**config.mk**
```make
export PLATFORM = sky130hd
export DESIGN_NAME = control_step_generator_flat
export DESIGN_NICKNAME = d
export VERILOG_FILES = /design/src/rtl/control_step_generator_pkg.sv /design/src/rtl/control_step_generator_if.sv /design/src/rtl/control_step_generator_step_onehot_encoder.sv /design/src/rtl/control_step_generator.sv /design/src/flat_wrapper.sv
export SDC_FILE = /design/constraint.sdc
export NUM_CORES = 1
export LEC_CHECK = 0
export CORE_ASPECT_RATIO = 1.1
export CORE_MARGIN = 5
export CORE_UTILIZATION = 40
export DETAILED_ROUTE_END_ITERATION = 7
export PLACE_DENSITY = 0.7
export REMOVE_ABC_BUFFERS = 1
export SYNTH_ARGS = -nofsm -noshare
export SYNTH_HDL_FRONTEND = slang
export SYNTH_SLANG_ARGS = --single-unit
export TNS_END_PERCENT = 10
```
**constraint.sdc**
```tcl
create_clock -name global_clock -period 3.35 [get_ports global_clock]
set_input_delay 0.5025 -clock global_clock [delete_from_list [all_inputs] [get_ports global_clock]]
set_output_delay 0.5025 -clock global_clock [all_outputs]
set_load 0.05 [all_outputs]
```
**src/rtl/control_step_generator_pkg.sv**
```systemverilog
// control_step_generator_pkg
//   Shared definitions for the control-step generator: state encoding,
//   step count / index width, and the LastStep clamp helper.
package control_step_generator_pkg;

    localparam int STEP_COUNT = 7;
    localparam int STEP_IDX_W = 3;

    typedef enum logic [1:0] {
        IDLE   = 2'd0,
        RUN    = 2'd1,
        SINGLE = 2'd2,
        HALTED = 2'd3
    } state_e;

    typedef logic [STEP_IDX_W-1:0] step_idx_t;
    typedef logic [STEP_COUNT-1:0] step_vec_t;

    // Out-of-range last-step requests collapse onto the highest real step.
    function automatic step_idx_t clamp_last(input step_idx_t value, input step_idx_t max_idx);
        return (value > max_idx) ? max_idx : value;
    endfunction

endpackage

```
**src/rtl/control_step_generator_if.sv**
```systemverilog
// control_step_generator_if
//   Control/status bundle between the CPU sequencing logic (master) and the
//   step generator (slave).
//   master -> slave : clock_enable, run, step_req, halt, clear_steps, last_step
//   slave -> master : steps, step_index, busy, instr_done, halted
interface control_step_generator_if;
    import control_step_generator_pkg::*;

    logic      clock_enable;
    logic      run;
    logic      step_req;
    logic      halt;
    logic      clear_steps;
    step_idx_t last_step;

    step_vec_t steps;
    step_idx_t step_index;
    logic      busy;
    logic      instr_done;
    logic      halted;

    modport master (
        output clock_enable, run, step_req, halt, clear_steps, last_step,
        input  steps, step_index, busy, instr_done, halted
    );

    modport slave (
        input  clock_enable, run, step_req, halt, clear_steps, last_step,
        output steps, step_index, busy, instr_done, halted
    );

endinterface

```
**src/rtl/control_step_generator_step_onehot_encoder.sv**
```systemverilog
// step_onehot_encoder
//   Combinational: turns a step index plus an active flag into the 7-line
//   one-hot vector, then applies the bubble (invert) mask.
//   index  in  current step index
//   active in  0 forces the raw vector to all-zero (all lines inactive)
//   steps  out raw one-hot XOR BUBBLES_MASK
module step_onehot_encoder
    import control_step_generator_pkg::*;
#(
    parameter step_vec_t BUBBLES_MASK = '0
) (
    input  step_idx_t index,
    input  logic      active,
    output step_vec_t steps
);

    step_vec_t raw;

    always_comb begin
        for (int i = 0; i < STEP_COUNT; i++) begin
            raw[i] = active && (index == step_idx_t'(i));
        end
        steps = raw ^ BUBBLES_MASK;
    end

endmodule

```
**src/rtl/control_step_generator.sv**
```systemverilog
// control_step_generator
//   One-hot timing-state generator (T0..T6) for the soft CPU control unit.
//   Steps continuously in RUN, one step per request in SINGLE, can be frozen
//   (HALTED) or cut short (clear_steps). Every output is registered.
//   global_clock in  rising-edge clock
//   reset_n      in  synchronous active-low reset, overrides clock_enable
//   bus          slave side of control_step_generator_if
module control_step_generator
    import control_step_generator_pkg::*;
#(
    parameter step_vec_t BUBBLES_MASK = '0,
    parameter int        NR_OF_STEPS  = 7
) (
    input logic                      global_clock,
    input logic                      reset_n,
    control_step_generator_if.slave  bus
);

    localparam step_idx_t MAX_IDX = step_idx_t'(NR_OF_STEPS - 1);

    state_e    state_q, state_d;
    state_e    resume_q, resume_d;   // mode to return to when HALTED releases
    step_idx_t idx_q, idx_d;
    step_idx_t last_q, last_d;
    step_vec_t steps_q, steps_d;
    logic      done_q, done_d;
    logic      busy_q, halted_q;
    logic      advance;
    step_idx_t last_in;

    assign last_in = clamp_last(bus.last_step, MAX_IDX);

    // NOTE: every signal assigned here gets a default first, so no path
    // through the case leaves one unassigned and no latch is inferred.
    always_comb begin
        state_d  = state_q;
        resume_d = resume_q;
        idx_d    = idx_q;
        last_d   = last_q;
        done_d   = 1'b0;
        advance  = 1'b0;

        unique case (state_q)
            IDLE: begin
                // Halt has no meaning here; Run wins over a single-step request.
                if (bus.run || bus.step_req) begin
                    state_d = bus.run ? RUN : SINGLE;
                    idx_d   = '0;
                    last_d  = last_in;
                end
            end
            RUN, SINGLE: begin
                if (bus.halt) begin
                    resume_d = state_q;
                    state_d  = HALTED;
                end else if (bus.clear_steps) begin
                    idx_d  = '0;
                    last_d = last_in;
                    done_d = 1'b1;
                end else if (state_q == RUN) begin
                    advance = 1'b1;
                end else if (bus.run) begin
                    state_d = RUN;         // mode switch only, no step this edge
                end else if (bus.step_req) begin
                    advance = 1'b1;
                end
            end
            HALTED: begin
                if (!bus.halt) state_d = resume_q;
            end
        endcase

        if (advance) begin
            if (idx_q == last_q) begin
                idx_d  = '0;
                done_d = 1'b1;
                last_d = last_in;
                // Dropping Run only takes effect at an instruction boundary.
                if (state_q == RUN && !bus.run) state_d = IDLE;
            end else begin
                idx_d = idx_q + step_idx_t'(1);
            end
        end
    end

    step_onehot_encoder #(.BUBBLES_MASK(BUBBLES_MASK)) u_encoder (
        .index  (idx_d),
        .active (state_d != IDLE),
        .steps  (steps_d)
    );

    // NOTE: sequential state uses non-blocking assignments so every register
    // samples pre-edge values; the reset is synchronous, checked inside the
    // clocked block, and takes precedence over clock_enable.
    always_ff @(posedge global_clock) begin
        if (!reset_n) begin
            state_q  <= IDLE;
            resume_q <= IDLE;
            idx_q    <= '0;
            last_q   <= '0;
            steps_q  <= BUBBLES_MASK;
            done_q   <= 1'b0;
            busy_q   <= 1'b0;
            halted_q <= 1'b0;
        end else if (bus.clock_enable) begin
            state_q  <= state_d;
            resume_q <= resume_d;
            idx_q    <= idx_d;
            last_q   <= last_d;
            steps_q  <= steps_d;
            done_q   <= done_d;
            busy_q   <= (state_d != IDLE);
            halted_q <= (state_d == HALTED);
        end else begin
            // Everything freezes except the completion pulse, which must not
            // stretch across a stalled cycle.
            done_q <= 1'b0;
        end
    end

    assign bus.steps      = steps_q;
    assign bus.step_index = idx_q;
    assign bus.busy       = busy_q;
    assign bus.instr_done = done_q;
    assign bus.halted     = halted_q;

endmodule

```
**src/flat_wrapper.sv**
```systemverilog
// flat-port wrapper written by rule: the top's interface ports become plain ports
module control_step_generator_flat import control_step_generator_pkg::*;
#(
    parameter step_vec_t BUBBLES_MASK = '0,
    parameter int        NR_OF_STEPS  = 7
)
  (global_clock, reset_n, bus_clock_enable, bus_run, bus_step_req, bus_halt, bus_clear_steps, bus_last_step, bus_steps, bus_step_index, bus_busy, bus_instr_done, bus_halted);
  control_step_generator_if bus_i ();
  input logic global_clock;
  input logic reset_n;
  input wire logic [$bits(bus_i.clock_enable)-1:0] bus_clock_enable;
  input wire logic [$bits(bus_i.run)-1:0] bus_run;
  input wire logic [$bits(bus_i.step_req)-1:0] bus_step_req;
  input wire logic [$bits(bus_i.halt)-1:0] bus_halt;
  input wire logic [$bits(bus_i.clear_steps)-1:0] bus_clear_steps;
  input wire logic [$bits(bus_i.last_step)-1:0] bus_last_step;
  output wire logic [$bits(bus_i.steps)-1:0] bus_steps;
  output wire logic [$bits(bus_i.step_index)-1:0] bus_step_index;
  output wire logic [$bits(bus_i.busy)-1:0] bus_busy;
  output wire logic [$bits(bus_i.instr_done)-1:0] bus_instr_done;
  output wire logic [$bits(bus_i.halted)-1:0] bus_halted;
  assign bus_i.clock_enable = bus_clock_enable;
  assign bus_i.run = bus_run;
  assign bus_i.step_req = bus_step_req;
  assign bus_i.halt = bus_halt;
  assign bus_i.clear_steps = bus_clear_steps;
  assign bus_i.last_step = bus_last_step;
  assign bus_steps = bus_i.steps;
  assign bus_step_index = bus_i.step_index;
  assign bus_busy = bus_i.busy;
  assign bus_instr_done = bus_i.instr_done;
  assign bus_halted = bus_i.halted;
  control_step_generator #(.BUBBLES_MASK(BUBBLES_MASK), .NR_OF_STEPS(NR_OF_STEPS)) u_core (.global_clock(global_clock), .reset_n(reset_n), .bus(bus_i));
endmodule
```
==> impl_metrics.prom <==
# TYPE chip_impl_metric gauge
chip_impl_info{name="outcome",value="finished clean"} 1
chip_impl_metric{name="final_core_utilization",unit="%"} 51.08
chip_impl_metric{name="powerDensity",unit="mW/mm2"} 363.7
chip_impl_info{name="rr_startpoint",value="u_core.state_q[0]"} 1
chip_impl_metric{name="synth.yosys.warnings",unit=""} 0
chip_impl_metric{name="relSlewSlack",unit="%"} 65.84
chip_impl_metric{name="synth.yosys.seq_area_share",unit="%"} 34.82
chip_impl_metric{name="grt_max_degree",unit=""} 17
chip_impl_metric{name="cells_on_worst_hold_path",unit=""} 2
chip_impl_info{name="critical_path.cell_chain",value="inv_1 > ha_1 > nor3b_2 > o21a_1 > a41oi_1 > o21ai_1 > o41ai_2"} 1
chip_impl_metric{name="viasPerCell",unit=""} 5.914
chip_impl_metric{name="grt_util_all_layers",unit="%"} 15.07
chip_impl_metric{name="timing.final.max_slew_violations",unit=""} 0
chip_impl_metric{name="drt.antenna.violating_nets",unit=""} 0
chip_impl_metric{name="wire_length_of_the_first_global_routing_pass",unit="um"} 4685
chip_impl_info{name="clock_tree.root_cell",value="clkbuf_4"} 1
chip_impl_metric{name="vias_in_the_first_global_route",unit=""} 1004
chip_impl_metric{name="cell_count_along_the_critical_path",unit=""} 7
chip_impl_metric{name="final-setup-viol-count",unit=""} 0
chip_impl_metric{name="pre_cts_ws",unit="ns"} 0.7560
chip_impl_metric{name="slowest_delay",unit="ns"} 0.52
chip_impl_info{name="timing.setup.critical_path_class",value="reg -> reg"} 1
chip_impl_metric{name="hold_viol_final",unit=""} 0
chip_impl_info{name="synth_top_flop_cell",value="dfxtp_1"} 1
chip_impl_metric{name="placed_area",unit="mm2"} 0.001396
chip_impl_metric{name="num_rows",unit=""} 20
chip_impl_metric{name="cts-root-to-sink-buffers",unit=""} 2
chip_impl_metric{name="finalWeightedCongestion",unit=""} 0.9078
chip_impl_metric{name="routed_wirelength",unit="um"} 2801
chip_impl_metric{name="max_freq",unit="MHz"} 404.4
chip_impl_metric{name="fin_crit_sh",unit="%"} 73.82
chip_impl_info{name="cp_slowest_cell",value="dfxtp_1"} 1
chip_impl_metric{name="globalRoute.totalOverflow",unit=""} 0
chip_impl_info{name="min_path_type",value="reg -> reg"} 1
chip_impl_metric{name="required",unit="ns"} 3.56
chip_impl_info{name="hold_path_startpoint",value="u_core.bus.steps[6]"} 1
chip_impl_info{name="layout_common_cells",value="22 x clkdlybuf4s50_1, 20 x dfxtp_1, 12 x nand2_1"} 1
chip_impl_metric{name="final.min_clock_period",unit="ns"} 2.473
chip_impl_metric{name="detailed_router_s_first_iteration_violation_count",unit=""} 63
chip_impl_metric{name="clock_power_share",unit="%"} 22.6
chip_impl_metric{name="finalClockSkew",unit="ns"} 0.003867
chip_impl_metric{name="vias_after_detailed_routing",unit=""} 1106
chip_impl_metric{name="drt_pass1_iterations",unit=""} 4
chip_impl_info{name="cts_tree",value="done"} 1
chip_impl_metric{name="number_of_cells_on_the_worst_reg_to_reg_path",unit=""} 7
chip_impl_metric{name="critical_path_peak_fanout",unit=""} 9
chip_impl_metric{name="synth_area",unit="mm2"} 0.001150
chip_impl_metric{name="netSwitchingFraction",unit="%"} 33.18
chip_impl_metric{name="initial_core_util",unit="%"} 41.40
chip_impl_metric{name="p_leak",unit="nW"} 0.5487
chip_impl_metric{name="vdd_ir_drop_max",unit="mV"} 0.1680
chip_impl_metric{name="internal_power",unit="uW"} 344.8
chip_impl_metric{name="cts.repair.resized",unit=""} 0
chip_impl_info{name="layout_commonest_cell",value="clkdlybuf4s50_1"} 1
chip_impl_metric{name="synth-edff-count",unit=""} 0
chip_impl_metric{name="async_flop_share",unit="%"} 0
chip_impl_metric{name="dp.cells",unit=""} 184
chip_impl_metric{name="final_instance_area",unit="mm2"} 0.001419
chip_impl_metric{name="cts_setup_buffers",unit=""} 0
chip_impl_metric{name="cts-htree-levels",unit=""} 1
chip_impl_metric{name="route.detailed.wl_per_inst",unit="um"} 14.98
chip_impl_metric{name="layoutNonFillerInstCount",unit=""} 187
chip_impl_metric{name="clk_pin_slew_worst_paths",unit="ns"} 0.11
chip_impl_metric{name="fin_ws",unit="ns"} 0.8770
chip_impl_info{name="cp_top_family",value="compound AO/OA/AOI/OAI gates"} 1
chip_impl_metric{name="antennaDiodeCount",unit=""} 0
chip_impl_metric{name="crit_buf_inv",unit=""} 1
chip_impl_metric{name="syn_area_per_cell",unit="um2"} 8.711
chip_impl_info{name="worst_setup_path_end_kind",value="flop"} 1
chip_impl_metric{name="floorplan.die_area",unit="mm2"} 0.004048
chip_impl_metric{name="combinationalPowerShare",unit="%"} 27.2
chip_impl_metric{name="syn-instance-count",unit=""} 132
chip_impl_metric{name="total_switching_power",unit="uW"} 171.2
chip_impl_metric{name="postSynthRegisterBits",unit=""} 20
chip_impl_metric{name="worstMarginPinSlew",unit="ns"} 0.5084
chip_impl_metric{name="area_growth_syn_to_layout",unit="%"} 23.39
chip_impl_metric{name="core_area",unit="mm2"} 0.002778
chip_impl_info{name="timing.critical_path.from_type",value="flop"} 1
chip_impl_info{name="worstSetupStartpoint",value="u_core.state_q[0]"} 1
chip_impl_metric{name="design.portCount",unit=""} 23
chip_impl_metric{name="dp_hpwl",unit="um"} 2072
chip_impl_metric{name="numClockSinks",unit=""} 20
chip_impl_info{name="unrepaired_setup_endpoints_after_global_routing",value="no"} 1
chip_impl_metric{name="drive_gt1_share",unit="%"} 9.091
chip_impl_metric{name="io_buffers",unit=""} 22
chip_impl_metric{name="tns",unit="ns"} 0
chip_impl_metric{name="yosysUniqueCellTypes",unit=""} 43
chip_impl_metric{name="worst_skew_pair.late_latency",unit="ns"} 0.30
chip_impl_metric{name="cts_hold_buffers",unit=""} 0
chip_impl_metric{name="cts_made_buffers",unit=""} 3
chip_impl_metric{name="antenna_violations_before_repair",unit=""} 0
chip_impl_metric{name="timing.max_cap.violations",unit=""} 0
chip_impl_metric{name="die_w",unit="um"} 61.12
chip_impl_metric{name="route.detailed.drc",unit=""} 0
chip_impl_metric{name="finish.net_count",unit=""} 171
chip_impl_metric{name="sequentialPowerShare",unit="%"} 50.2
chip_impl_metric{name="critPathArrivalTime",unit="ns"} 2.69
chip_impl_metric{name="die_boundary_height",unit="um"} 66.23
through the flow:
| step | hold WS, ns | power [mW] |
|---|---|---|
| 3_3_place_gp | 0.4352 | 0.4006 |
| 4_1_cts | 0.4643 | 0.5173 |
| 2_1_floorplan | 0.4597 | 0.3546 |
| 6_report | 0.4612 | 0.5160 |
| 3_5_place_dp | 0.4479 | 0.4032 |
| 5_1_grt | 0.4896 | 0.5402 |
cells in the mapped netlist, drive strengths merged, types with 4 or more instances:
| cell | instances | area (um2) |
|---|---|---|
| a21oi | 10 | 50.05 |
| dfxtp | 20 | 400.4 |
| ha | 5 | 62.56 |
| inv | 6 | 22.52 |
| nand2 | 12 | 45.04 |
| nand3 | 6 | 30.03 |
| nor2 | 8 | 30.03 |
| nor3 | 7 | 40.04 |
| o21ai | 9 | 45.04 |
| o31ai | 4 | 35.03 |
state kept, by name, indices dropped and copies added, names as in the netlist:
signal,cells
u_core.resume_q,2
u_core.state_q,2
u_core.bus.steps,7
u_core.bus.busy,1
u_core.bus.halted,1
u_core.bus.instr_done,1
u_core.last_q,3
u_core.bus.step_index,3
worst paths after layout:
kind | end | slack, ns
setup / recovery | u_core.bus.steps[0] | 0.88
hold / removal | u_core.bus.steps[6] | 0.46
setup reg to reg | u_core.bus.steps[0] | 0.88
hold reg to reg | u_core.bus.steps[6] | 0.46
kinds of logic (layout without fill, tap and decap cells):
family / count (synthesis) / count (layout) / share of synthesized area (%)
adders and majority gates: 5 / 5 / 5.441
buffers and inverters: 10 / 32 / 3.917
muxes: 4 / 4 / 3.591
and+or+nand+nor: 50 / 50 / 24.81
DFF: 20 / 20 / 34.82
xor gates and xnor gates: 3 / 3 / 2.286
AOI/OAI and AO/OA: 40 / 40 / 25.14
final cells by class:
class,instances,area (um2)
clock buffers,3,22.52
fillers,254,1359
inverters,6,22.52
multi-input cells,102,704.4
flip-flops and latches,20,400.4
well taps,33,41.29
repair buffers,23,227.7
power by group through the flow:
stage,clock network [mW],registers (mW),logic (mW)
after detailed placement,0,0.265,0.138
after global placement,0,0.264,0.137
final,0.117,0.259,0.140
after CTS,0.118,0.259,0.140
after floorplan,0,0.283,0.0712
after global routing,0.126,0.261,0.153
tightest hold or removal path: cells and delay by family, from the launching register on:
| kind | cells | cell delay (ns) |
|---|---|---|
| flip-flops | 1 | 0.33 |
| AND/OR/NAND/NOR | 1 | 0.05 |
| AO/OA/AOI/OAI | 1 | 0.05 |
metal layers:
layer / global-route usage, % / routed length, um / part of all wire [%] / vias to the layer above
li1: - / - / - / 540
met1: 19.79 / 1130 / 40 / 524
met2: 24.34 / 1447 / 52 / 37
met3: 1.563 / 169 / 6.0 / 5
met4: 6.504 / 53 / 1.9 / 0
met5: 0 / 0 / 0 / -
(Power assumes the default switching activity.)
